### src/rtl/cic_adpcm_wrapper.sv
// PDM-to-ADPCM front end: 3rd-order CIC decimator (R=64) into 16-bit PCM,
// followed by a single-cycle IMA/DVI ADPCM encoder paced by slow_clk strobes.
module cic_adpcm_wrapper #(
  parameter int DEC   = 64,
  parameter int PCM_W = 16
) (
  input  logic              clk,
  input  logic              rst_n,
  input  logic              slow_clk,
  input  logic              block_enable,
  input  logic              pdm_in,
  output logic              outValid,
  output logic signed [3:0] encPcm
);

  localparam int ACC_W = 19;
  localparam int CNT_W = $clog2(DEC);

  localparam logic [14:0] STEP_TBL [0:88] = '{
    7, 8, 9, 10, 11, 12, 13, 14, 16, 17, 19, 21, 23, 25, 28, 31, 34, 37, 41, 45,
    50, 55, 60, 66, 73, 80, 88, 97, 107, 118, 130, 143, 157, 173, 190, 209, 230,
    253, 279, 307, 337, 371, 408, 449, 494, 544, 598, 658, 724, 796, 876, 963,
    1060, 1166, 1282, 1411, 1552, 1707, 1878, 2066, 2272, 2499, 2749, 3024, 3327,
    3660, 4026, 4428, 4871, 5358, 5894, 6484, 7132, 7845, 8630, 9493, 10442,
    11487, 12635, 13899, 15289, 16818, 18500, 20350, 22385, 24623, 27086, 29794,
    32767
  };

  // A full-scale window gives +/-2^18, which aliases to the same 19-bit code;
  // only an all-equal input window can reach it, so any in-window bit resolves the sign.
  function automatic logic signed [PCM_W-1:0] to_pcm(input logic signed [ACC_W-1:0] c,
                                                     input logic pos);
    logic signed [ACC_W-1:0] s;
    s = c >>> 3;
    if (c == {1'b1, {(ACC_W-1){1'b0}}} && pos)
      return {1'b0, {(PCM_W-1){1'b1}}};
    if (s[ACC_W-1:PCM_W-1] == '0 || s[ACC_W-1:PCM_W-1] == '1)
      return s[PCM_W-1:0];
    return s[ACC_W-1] ? {1'b1, {(PCM_W-1){1'b0}}} : {1'b0, {(PCM_W-1){1'b1}}};
  endfunction

  function automatic logic signed [PCM_W-1:0] sat_pred(input logic signed [PCM_W+1:0] v);
    if (v[PCM_W+1:PCM_W-1] == '0 || v[PCM_W+1:PCM_W-1] == '1)
      return v[PCM_W-1:0];
    return v[PCM_W+1] ? {1'b1, {(PCM_W-1){1'b0}}} : {1'b0, {(PCM_W-1){1'b1}}};
  endfunction

  function automatic logic signed [7:0] idx_adj(input logic [2:0] c);
    case (c)
      3'd4:    return 8'sd2;
      3'd5:    return 8'sd4;
      3'd6:    return 8'sd6;
      3'd7:    return 8'sd8;
      default: return -8'sd1;
    endcase
  endfunction

  function automatic logic [6:0] clamp_idx(input logic signed [7:0] v);
    if (v < 0)   return 7'd0;
    if (v > 88)  return 7'd88;
    return v[6:0];
  endfunction

  logic signed [ACC_W-1:0] x_p0, int1_p0, int2_p0, int3_p0;
  logic signed [ACC_W-1:0] dly1_p1, dly2_p1, dly3_p1, c1, c2, c3;
  logic [CNT_W-1:0]        cnt_p0;
  logic [2:0]              pdm_sr_p0;
  logic signed [PCM_W-1:0] pcm_p1, pred_p2;
  logic                    pending_p1, slow_d, strobe, sample_p0;
  logic [6:0]              idx_p2;

  logic [14:0]             step;
  logic [PCM_W:0]          diff, mag, rem, step_w, vp;
  logic                    sgn;
  logic [2:0]              code;
  logic signed [PCM_W+1:0] pred_sum;

  assign x_p0      = pdm_in ? ACC_W'(1) : '1;
  assign c1        = int3_p0 - dly1_p1;
  assign c2        = c1 - dly2_p1;
  assign c3        = c2 - dly3_p1;
  assign sample_p0 = (cnt_p0 == CNT_W'(DEC - 1));
  assign strobe    = slow_clk & ~slow_d;

  // p0: integrators and decimation counter
  always_ff @(posedge clk or negedge rst_n) begin
    if (!rst_n) begin
      int1_p0 <= '0; int2_p0 <= '0; int3_p0 <= '0;
      dly1_p1 <= '0; dly2_p1 <= '0; dly3_p1 <= '0;
      cnt_p0 <= '0; pdm_sr_p0 <= '0; pcm_p1 <= '0;
    end else if (!block_enable) begin
      int1_p0 <= '0; int2_p0 <= '0; int3_p0 <= '0;
      dly1_p1 <= '0; dly2_p1 <= '0; dly3_p1 <= '0;
      cnt_p0 <= '0; pdm_sr_p0 <= '0;
    end else begin
      int1_p0   <= int1_p0 + x_p0;
      int2_p0   <= int2_p0 + int1_p0;
      int3_p0   <= int3_p0 + int2_p0;
      pdm_sr_p0 <= {pdm_sr_p0[1:0], pdm_in};
      cnt_p0    <= sample_p0 ? '0 : cnt_p0 + 1'b1;
      // p1: comb section, evaluated only at the decimation instant
      if (sample_p0) begin
        dly1_p1 <= int3_p0;
        dly2_p1 <= c1;
        dly3_p1 <= c2;
        pcm_p1  <= to_pcm(c3, pdm_sr_p0[2]);
      end
    end
  end

  always_comb begin
    step     = STEP_TBL[idx_p2];
    step_w   = {2'b0, step};
    diff     = {pcm_p1[PCM_W-1], pcm_p1} - {pred_p2[PCM_W-1], pred_p2};
    sgn      = diff[PCM_W];
    mag      = sgn ? (~diff + 1'b1) : diff;
    rem      = mag;
    vp       = step_w >> 3;
    code     = 3'd0;
    if (rem >= step_w) begin
      code[2] = 1'b1; rem = rem - step_w; vp = vp + step_w;
    end
    if (rem >= (step_w >> 1)) begin
      code[1] = 1'b1; rem = rem - (step_w >> 1); vp = vp + (step_w >> 1);
    end
    if (rem >= (step_w >> 2)) begin
      code[0] = 1'b1; vp = vp + (step_w >> 2);
    end
    pred_sum = sgn ? ({{2{pred_p2[PCM_W-1]}}, pred_p2} - {1'b0, vp})
                   : ({{2{pred_p2[PCM_W-1]}}, pred_p2} + {1'b0, vp});
  end

  // p2: strobe-paced ADPCM encoder state
  always_ff @(posedge clk or negedge rst_n) begin
    if (!rst_n) begin
      slow_d <= 1'b0; pending_p1 <= 1'b0; outValid <= 1'b0;
      encPcm <= '0; pred_p2 <= '0; idx_p2 <= '0;
    end else begin
      slow_d <= slow_clk;
      if (!block_enable) begin
        pending_p1 <= 1'b0;
        outValid   <= 1'b0;
      end else begin
        outValid <= strobe & pending_p1;
        if (strobe && pending_p1) begin
          encPcm  <= {sgn, code};
          pred_p2 <= sat_pred(pred_sum);
          idx_p2  <= clamp_idx($signed({1'b0, idx_p2}) + idx_adj(code));
        end
        if (sample_p0)   pending_p1 <= 1'b1;
        else if (strobe) pending_p1 <= 1'b0;
      end
    end
  end

endmodule

### config.mk
export PLATFORM = sky130hd
export DESIGN_NAME = cic_adpcm_wrapper
export DESIGN_NICKNAME = d
export VERILOG_FILES = /design/src/rtl/cic_adpcm_wrapper.sv
export SDC_FILE = /design/constraint.sdc
export NUM_CORES = 1
export LEC_CHECK = 0
export CELL_PAD_IN_SITES_DETAIL_PLACEMENT = 1
export CELL_PAD_IN_SITES_GLOBAL_PLACEMENT = 2
export CORE_MARGIN = 2
export CORE_UTILIZATION = 30
export CTS_CLUSTER_SIZE = 20
export DETAILED_ROUTE_END_ITERATION = 8
export HOLD_SLACK_MARGIN = 0.08
export PLACE_DENSITY_LB_ADDON = 0.1
export SLEW_MARGIN = 40
export SYNTH_ARGS = -nofsm -noshare
export SYNTH_HDL_FRONTEND = slang
export SYNTH_SLANG_ARGS = --single-unit
### constraint.sdc
create_clock -name clk -period 20 [get_ports clk]
set_input_delay 2 -clock clk [delete_from_list [all_inputs] [get_ports clk]]
set_output_delay 2 -clock clk [all_outputs]
set_load 0.01 [all_outputs]
# Yosys cells after proc, flatten, opt, wreduce, memory -nomap -nowiden
# Memories as Yosys holds them, arrays and structs flattened.
# Index checks and enable logic that the tools add are counted.
[classes]
bitwise = 5
muxes = 61
n_reduce_logical = 8
magnitude_cmp = 6
eq_ne = 10
addsub = 17
[op_table]
columns = ["operator", "count"]
rows = [
  ["two-way mux 19 bit", 10],
  ["two-way mux 16 bit", 9],
  ["two-way mux 17 bit", 5],
  ["adder 19 bit", 3],
  ["subtractor 19 bit", 3],
  ["case mux 8 bit (4 select lines)", 1],
  ["two-way mux 15 bit", 2],
  ["two-way mux 7 bit", 4],
  ["two-way mux 1 bit", 24],
  ["== test 19 bit (second input constant)", 1],
  ["adder 18 x 17 -> 18 bit", 1],
  ["two-way mux 18 bit", 1],
  ["subtractor 18 x 17 -> 18 bit", 1],
  ["adder 17 x 1 -> 17 bit (second input constant)", 1],
  ["adder 17 x 13 -> 17 bit", 1],
  ["adder 17 x 14 -> 17 bit", 1],
  ["greater-or-equal comparator 17 x 13 -> 1 bit", 1],
  ["greater-or-equal comparator 17 x 14 -> 1 bit", 1],
  ["greater-or-equal comparator 17 x 15 -> 1 bit", 1],
  ["inverter 17 bit", 1],
  ["subtractor 16 x 16 -> 17 bit", 1],
  ["subtractor 17 x 14 -> 17 bit", 1],
  ["subtractor 17 x 15 -> 17 bit", 1],
  ["adder 12 x 15 -> 16 bit", 1],
  ["21 further kinds", 31],
]
[totals]
out_inout_bits = 5
rom_bits = 1920
register_bits = 169
inputBits = 5
n_memories = 1
elab_cells = 123
[mem_list]
columns = ["name", "depth", "width", "rd", "rd_clocked_by_memory_dff", "write_ports", "line_no", "rtl"]
rows = [
  ["(no name shown)", 128, 15, 1, 0, 0, "112", "step = STEP_TBL[idx_p2];"],
]

# Longest topological paths before layout
[depth]
depth_word = 24
depth_mapped = 81
mapped_depth_nobuf = 69

# Worst setup path after synthesis
# No wires, ideal clock.
[synth_timing]
kind = "reg-to-reg"
from = "register pred_p2[0]"
to = "register pred_p2[10]"
path_slack_ns = 4.342
stages_incl_launch_ff = 77
synth_period_minus_slack_ns = 15.658
t_arrival_ns = 15.536
n_path_buf = 11
setup_time_ns = 0.122
required_time_ns = 19.878
cell_sequence = "dfrtp_1 ha_1 fa_1 nand2b_1 a211o_1 a211o_1 o221ai_1 a31o_2 clkbuf_1 clkbuf_1 nor2_1 xor2_1 ha_1 nor4_1 a21oi_1 a41oi_1 nor2_1 nor2_1 [41 not listed] nor2b_1 o21ai_0 a21boi_0 o21ai_0 a21boi_0 o21ai_0 a21boi_0 o21ai_0 a21boi_0 o41ai_1 o21ai_0 o41a_1 xnor2_1 nor2_1 and4_1 nor3_2 buf_2 o2bb2ai_2"
[synth_between]
elab_chain_cells = 18
elab_cells_between_ends = 28
classes_between = "8 x add/sub; 3 x order compare; 1 x eq/ne; 13 x mux; 1 x bitwise; 2 x reduce/logical"
[synth_rtl]
columns = ["element", "line_no", "rtl"]
rows = [
  ["start: declaration", "68", "logic signed [PCM_W-1:0] pcm_p1, pred_p2;"],
  ["start signal: assignment", "147", "pred_p2 <= sat_pred(pred_sum);"],
  ["subtractor 16 x 16 -> 17 bit", "114", "diff = {pcm_p1[PCM_W-1], pcm_p1} - {pred_p2[PCM_W-1], pred_p2};"],
  ["inverter 17 bit", "116", "mag = sgn ? (~diff + 1'b1) : diff;"],
  ["adder 17 x 1 -> 17 bit", "116", ""],
  ["two-way mux 17 bit", "116", ""],
  ["greater-or-equal comparator 17 x 15 -> 1 bit / subtractor 17 x 15 -> 17 bit (equally long branches)", "120, 121", ""],
  ["two-way mux 16 bit / two-way mux 17 bit (equally long branches)", "120", "if (rem >= step_w) begin"],
  ["adder 17 x 14 -> 17 bit (tied with other cells)", "124", "code[1] = 1'b1; rem = rem - (step_w >> 1); vp = vp + (step_w >> 1);"],
  ["two-way mux 17 bit", "123", "if (rem >= (step_w >> 1)) begin"],
  ["[2 not listed]", "-", ""],
  ["adder 18 x 17 -> 18 bit / subtractor 18 x 17 -> 18 bit (equally long branches)", "130, 129", ""],
  ["two-way mux 18 bit *", "129", "pred_sum = sgn ? ({{2{pred_p2[PCM_W-1]}}, pred_p2} - {1'b0, vp})"],
  ["== test 3 bit / zero test 3 bit (equally long branches)", "43", "if (v[PCM_W+1:PCM_W-1] == '0 || v[PCM_W+1:PCM_W-1] == '1)"],
  ["logical OR 1 bit", "43", ""],
  ["two-way mux 1 bit", "43", ""],
  ["two-way mux 1 bit", "145", "if (strobe && pending_p1) begin"],
  ["two-way mux 1 bit", "140", "if (!block_enable) begin"],
  ["two-way mux 16 bit *", "45", "return v[PCM_W+1] ? {1'b1, {(PCM_W-1){1'b0}}} : {1'b0, {(PCM_W-1){1'b1}}};"],
]
# Mark *: on every way between the ends. The rest lies on a longest branch, timed or not. The select of a mux whose other input is x is not followed.
# A chain may end at the register's enable or synchronous reset.

# Worst setup path after layout
[layout_timing]
from = "register idx_p2[1]"
to = "register pred_p2[2]"
[layout_between]
elab_chain_cells = 18
elab_cells_between_ends = 29
classes_between = "7 x add/sub; 3 x order compare; 1 x eq/ne; 14 x mux; 1 x bitwise; 2 x reduce/logical; 1 x memory"
[layout_rtl]
columns = ["element", "line_no", "rtl"]
rows = [
  ["start: declaration", "70", "logic [6:0] idx_p2;"],
  ["start signal: assignment", "148", "idx_p2 <= clamp_idx($signed({1'b0, idx_p2}) + idx_adj(code));"],
  ["inverter 7 -> 8 bit (not written as such) *", "112", ""],
  ["memory (128 x 15 bit) *", "-", ""],
  ["two-way mux 15 bit (not written as such) * (2 in a row)", "112", ""],
  ["adder 12 x 15 -> 16 bit (tied with other cells)", "121", "code[2] = 1'b1; rem = rem - step_w; vp = vp + step_w;"],
  ["two-way mux 16 bit / two-way mux 17 bit (equally long branches)", "120", ""],
  ["adder 17 x 14 -> 17 bit (tied with other cells)", "124", ""],
  ["two-way mux 17 bit", "123", ""],
  ["adder 17 x 13 -> 17 bit / greater-or-equal comparator 17 x 13 -> 1 bit (equally long branches)", "127, 126", ""],
  ["two-way mux 17 bit *", "126", "if (rem >= (step_w >> 2)) begin"],
  ["adder 18 x 17 -> 18 bit / subtractor 18 x 17 -> 18 bit (equally long branches)", "130, 129", ""],
  ["two-way mux 18 bit *", "129", ""],
  ["== test 3 bit / zero test 3 bit (equally long branches)", "43", ""],
  ["logical OR 1 bit", "43", ""],
  ["two-way mux 1 bit", "43", ""],
  ["two-way mux 1 bit", "145", ""],
  ["two-way mux 1 bit", "140", ""],
  ["two-way mux 16 bit *", "45", ""],
]
# Marks and branches as above.

==> impl_metrics.csv <==
group,metric,value,unit
clock_tree,clk_latency,490,ps
finish,drive_above_1_share,5.41,%
routing,drc,0,
grt,antenna_found_initial,0,
grt,grt_remaining_overflow,0,
worst_setup_path,critPathMaxFanout,40,
sta,final.setup.tns,0,ps
floorplanning,die_h,260,microns
sta,slew_viol_final,0,
finish,finish.utilization,33.0,%
clock_tree,clockBufferDepth,2,
floorplanning,dieArea,67600,sq um
sta,timing.fmax,0.0579,GHz
synth,ys_seq_area_share,21.5,%
worst_setup_path,critical_path_class,"flop to flop",
worst_setup_path,cp-start-kind,"flop",
grt,grt_max_degree,77,
hold_path,hold_path.startpoint,"pdm_sr_p0[1]",
routing,ant_nets,0,
hold_path,hold_class,"flop to flop",
synth,synth_top_area_share,21.5,%
worst_setup_path,rrSetupSlack,2740,ps
worst_setup_path,slowest_delay,750,ps
hold_path,worstHoldEndpoint,"pdm_sr_p0[2]",
synth,ys_ff_latch,169,
worst_setup_path,r2r-end,"pred_p2[2]",
floorplanning,die_w,260,microns
placement,place_inst,3337,
power_and_ir_drop,finalPower,0.00253,W
power_and_ir_drop,ir_worst_vdd,0.248,mV
floorplanning,io-pin-count,10,
clock_tree,cts_hold_buffers,0,
worst_setup_path,crit_path_top_delay_cell,"dfrtp_1",
clock_tree,cts_root_buf,"clkbuf_16",
placement,port-buffer-count,9,
worst_setup_path,worst_ep_required_time,20410,ps
routing,initialDrtViolationCount,844,
synth,syn_avg_cell_area,7.75,sq um
synth,synth-edff-count,0,
floorplanning,start_util,30.5,%
sta,slew_headroom,47.7,%
sta,setup_violations,0,
sta,finClkSkew,11.0,ps
hold_path,hold_depth,1,
synth,synth_ff_type,"dfrtp_1",
synth,synth_top_cell_by_area,"dfrtp_1",
synth,synthesis.nets,2809,
sta,hold_viol_final,0,
floorplanning,num_rows,93,
synth,netlist_instances,2539,
outcome,status,"finished, final reports clean",
clock_tree,cts_htree_levels,4,
finish,nets,2772,
clock_tree,cts_setup_buffers,0,
placement,gp_congestion,0.849,
synth,ys_warn_count,0,
sta,tightest_slew,776,ps
worst_setup_path,cpMostUsedCell,"o21ai_0",
grt,track_usage,19.3,%
finish,syn_to_final_growth,8.21,%
floorplanning,core_region_area,64600,sq um
synth,synth_area_leaders,"dfrtp_1 (22%), ha_1 (16%), xnor2_1 (6.3%), a21oi_1 (6.1%), nand2_1 (5.1%)",
clock_tree,cts_buffers,17,
routing,wirelength,63700,microns
power_and_ir_drop,p_leak,9.30,nW
routing,viasPerCell,5.30,
routing,routedWlPerCell,18.9,microns
routing,vias,17900,
routing,dr.pass1.iters,5,
sta,holdWs,462,ps
synth,async_flop_share,100,%
finish,antenna_cells,0,
clock_tree,cts-resized-gates,0,
grt,grt_pass1_vias,18500,
power_and_ir_drop,power_density,119,nW/um^2
worst_setup_path,arrival,17670,ps
placement,dpl.hpwl,49600,microns
clock_tree,clkTransAtPathRegs,70,ps
grt,grt_pass1_wl,103000,microns
clock_tree,clock-sinks,169,
synth,yosysUniqueCellTypes,92,
worst_setup_path,reg2reg_from,"idx_p2[1]",
sta,grt_setup_unrepaired,"no",
synth,syn_area,19700,sq um
sta,finalCritPeriodShare,86.3,%
clock_tree,cts_tree,"yes",
worst_setup_path,r2r_cells,68,
worst_setup_path,endpoint_kind,"flop",
run,max-cap-violations,0,
finish,fin_cells,3369,
sta,fin_crit,17260,ps
area by class of cell:
type / count / area (sq um)
Inverter: 220 / 831
Sequential cell: 169 / 4230
Timing Repair Buffer: 38 / 328
Clock inverter: 11 / 92.6
Multi-Input combinational cell: 2056 / 14300
Clock buffer: 20 / 447
Tap cell: 855 / 1070
Fill cell: 7854 / 43300
kinds of logic after synthesis:
logic type	after synthesis	synth area share, %
simple gates	783	18.1
compound gates	745	24.5
buf+inv	314	6.11
fa+ha+maj	265	17.4
xor+xnor	202	9.07
flops	169	21.5
mux	61	3.35
metrics by stage:
step	setup slack (ps)	cell area (sq um)
global route	863	21300
detailed placement	2440	20700
CTS	2350	21200
floorplan	4340	19700
global placement	3090	20700
finish	2740	21300
registers in the layout, summed over array words and instances (netlist names):
register    cells
dly1_p1        19
pdm_sr_p0       3
pred_p2        16
int3_p0        19
idx_p2          7
int1_p0        19
outValid        1
slow_d          1
pcm_p1         16
pending_p1      1
dly2_p1        19
int2_p0        19
cnt_p0          6
dly3_p1        19
encPcm          4
cell usage in the layout (no fill, tap or decap), types with 18 or more instances in the layout:
cell        n
nand2_1   267
ha_1      252
nor2_1    247
a21oi_1   238
inv_1     216
dfrtp_1   168
o21ai_0   153
xnor2_1   141
nor3_1     68
xor2_1     60
o21bai_1   44
a21o_1     42
nand3_1    42
mux2i_1    40
nor2b_1    38
a211oi_1   33
o21a_1     28
buf_4      27
a21boi_0   24
and2_1     20
a31oi_1    20
o31ai_1    18
worst max path at each step:
| stage | startpoint | endpoint | slack, ps | cells after the start |
|---|---|---|---|---|
| final | idx_p2[1] | pred_p2[2] | 2740 | 68 |
| after global routing | idx_p2[1] | pred_p2[2] | 860 | 68 |
| after CTS | idx_p2[1] | pred_p2[2] | 2350 | 66 |
| after detailed placement | idx_p2[1] | pred_p2[2] | 2440 | 66 |
| after global placement | idx_p2[1] | pred_p2[0] | 3090 | 68 |
| after floorplan | pred_p2[0] | pred_p2[10] | 4340 | 76 |
synthesized netlist by cell type, drive strengths merged, types with 6 or more instances:
master,instances
fa,13
o21ai,160
o211ai,10
a21oi,240
o2bb2ai,19
o41ai,12
o311ai,7
inv,219
xor2,60
buf,25
nand3,44
a21boi,24
and3,17
nor4,7
a31oi,22
o31a,7
clkbuf,69
or3,15
o31ai,18
nor3,69
o21a,29
a31o,8
nor3b,11
o221ai,6
and2,21
nor2b,39
o21bai,44
xnor2,141
o22ai,14
a211o,8
o32ai,6
ha,252
or2,7
mux2i,40
a211oi,34
nor2,248
nand2b,14
nand2,268
a21o,42
mux2,20
dfrtp,169
nand4,9
report_power, final:
part	internal (W)	total [W]	leakage, nW	switching (W)
clock	0.000163	0.000325	0.259	0.000162
sequential	0.000382	0.000420	2.28	0.0000383
combinational	0.000729	0.00178	6.75	0.00106
total	0.00127	0.00253	9.30	0.00126
critical path: cells and delay by family (launching register included):
| kind | cells | cell delay, ps |
|---|---|---|
| AOI/OAI and AO/OA | 41 | 8760 |
| DFF | 1 | 750 |
| and+or+nand+nor | 12 | 2490 |
| adders and majority gates | 6 | 2280 |
| buffers and inverters | 6 | 2070 |
| xor gates and xnor gates | 1 | 200 |
| muxes | 2 | 570 |
per-layer routing:
metal	wire length [microns]	GRT usage [%]
met1	31300	26.2
met2	30100	32.3
met3	1150	2.31
met4	1140	4.82
met5	0	0
(Power assumes the default switching activity.)
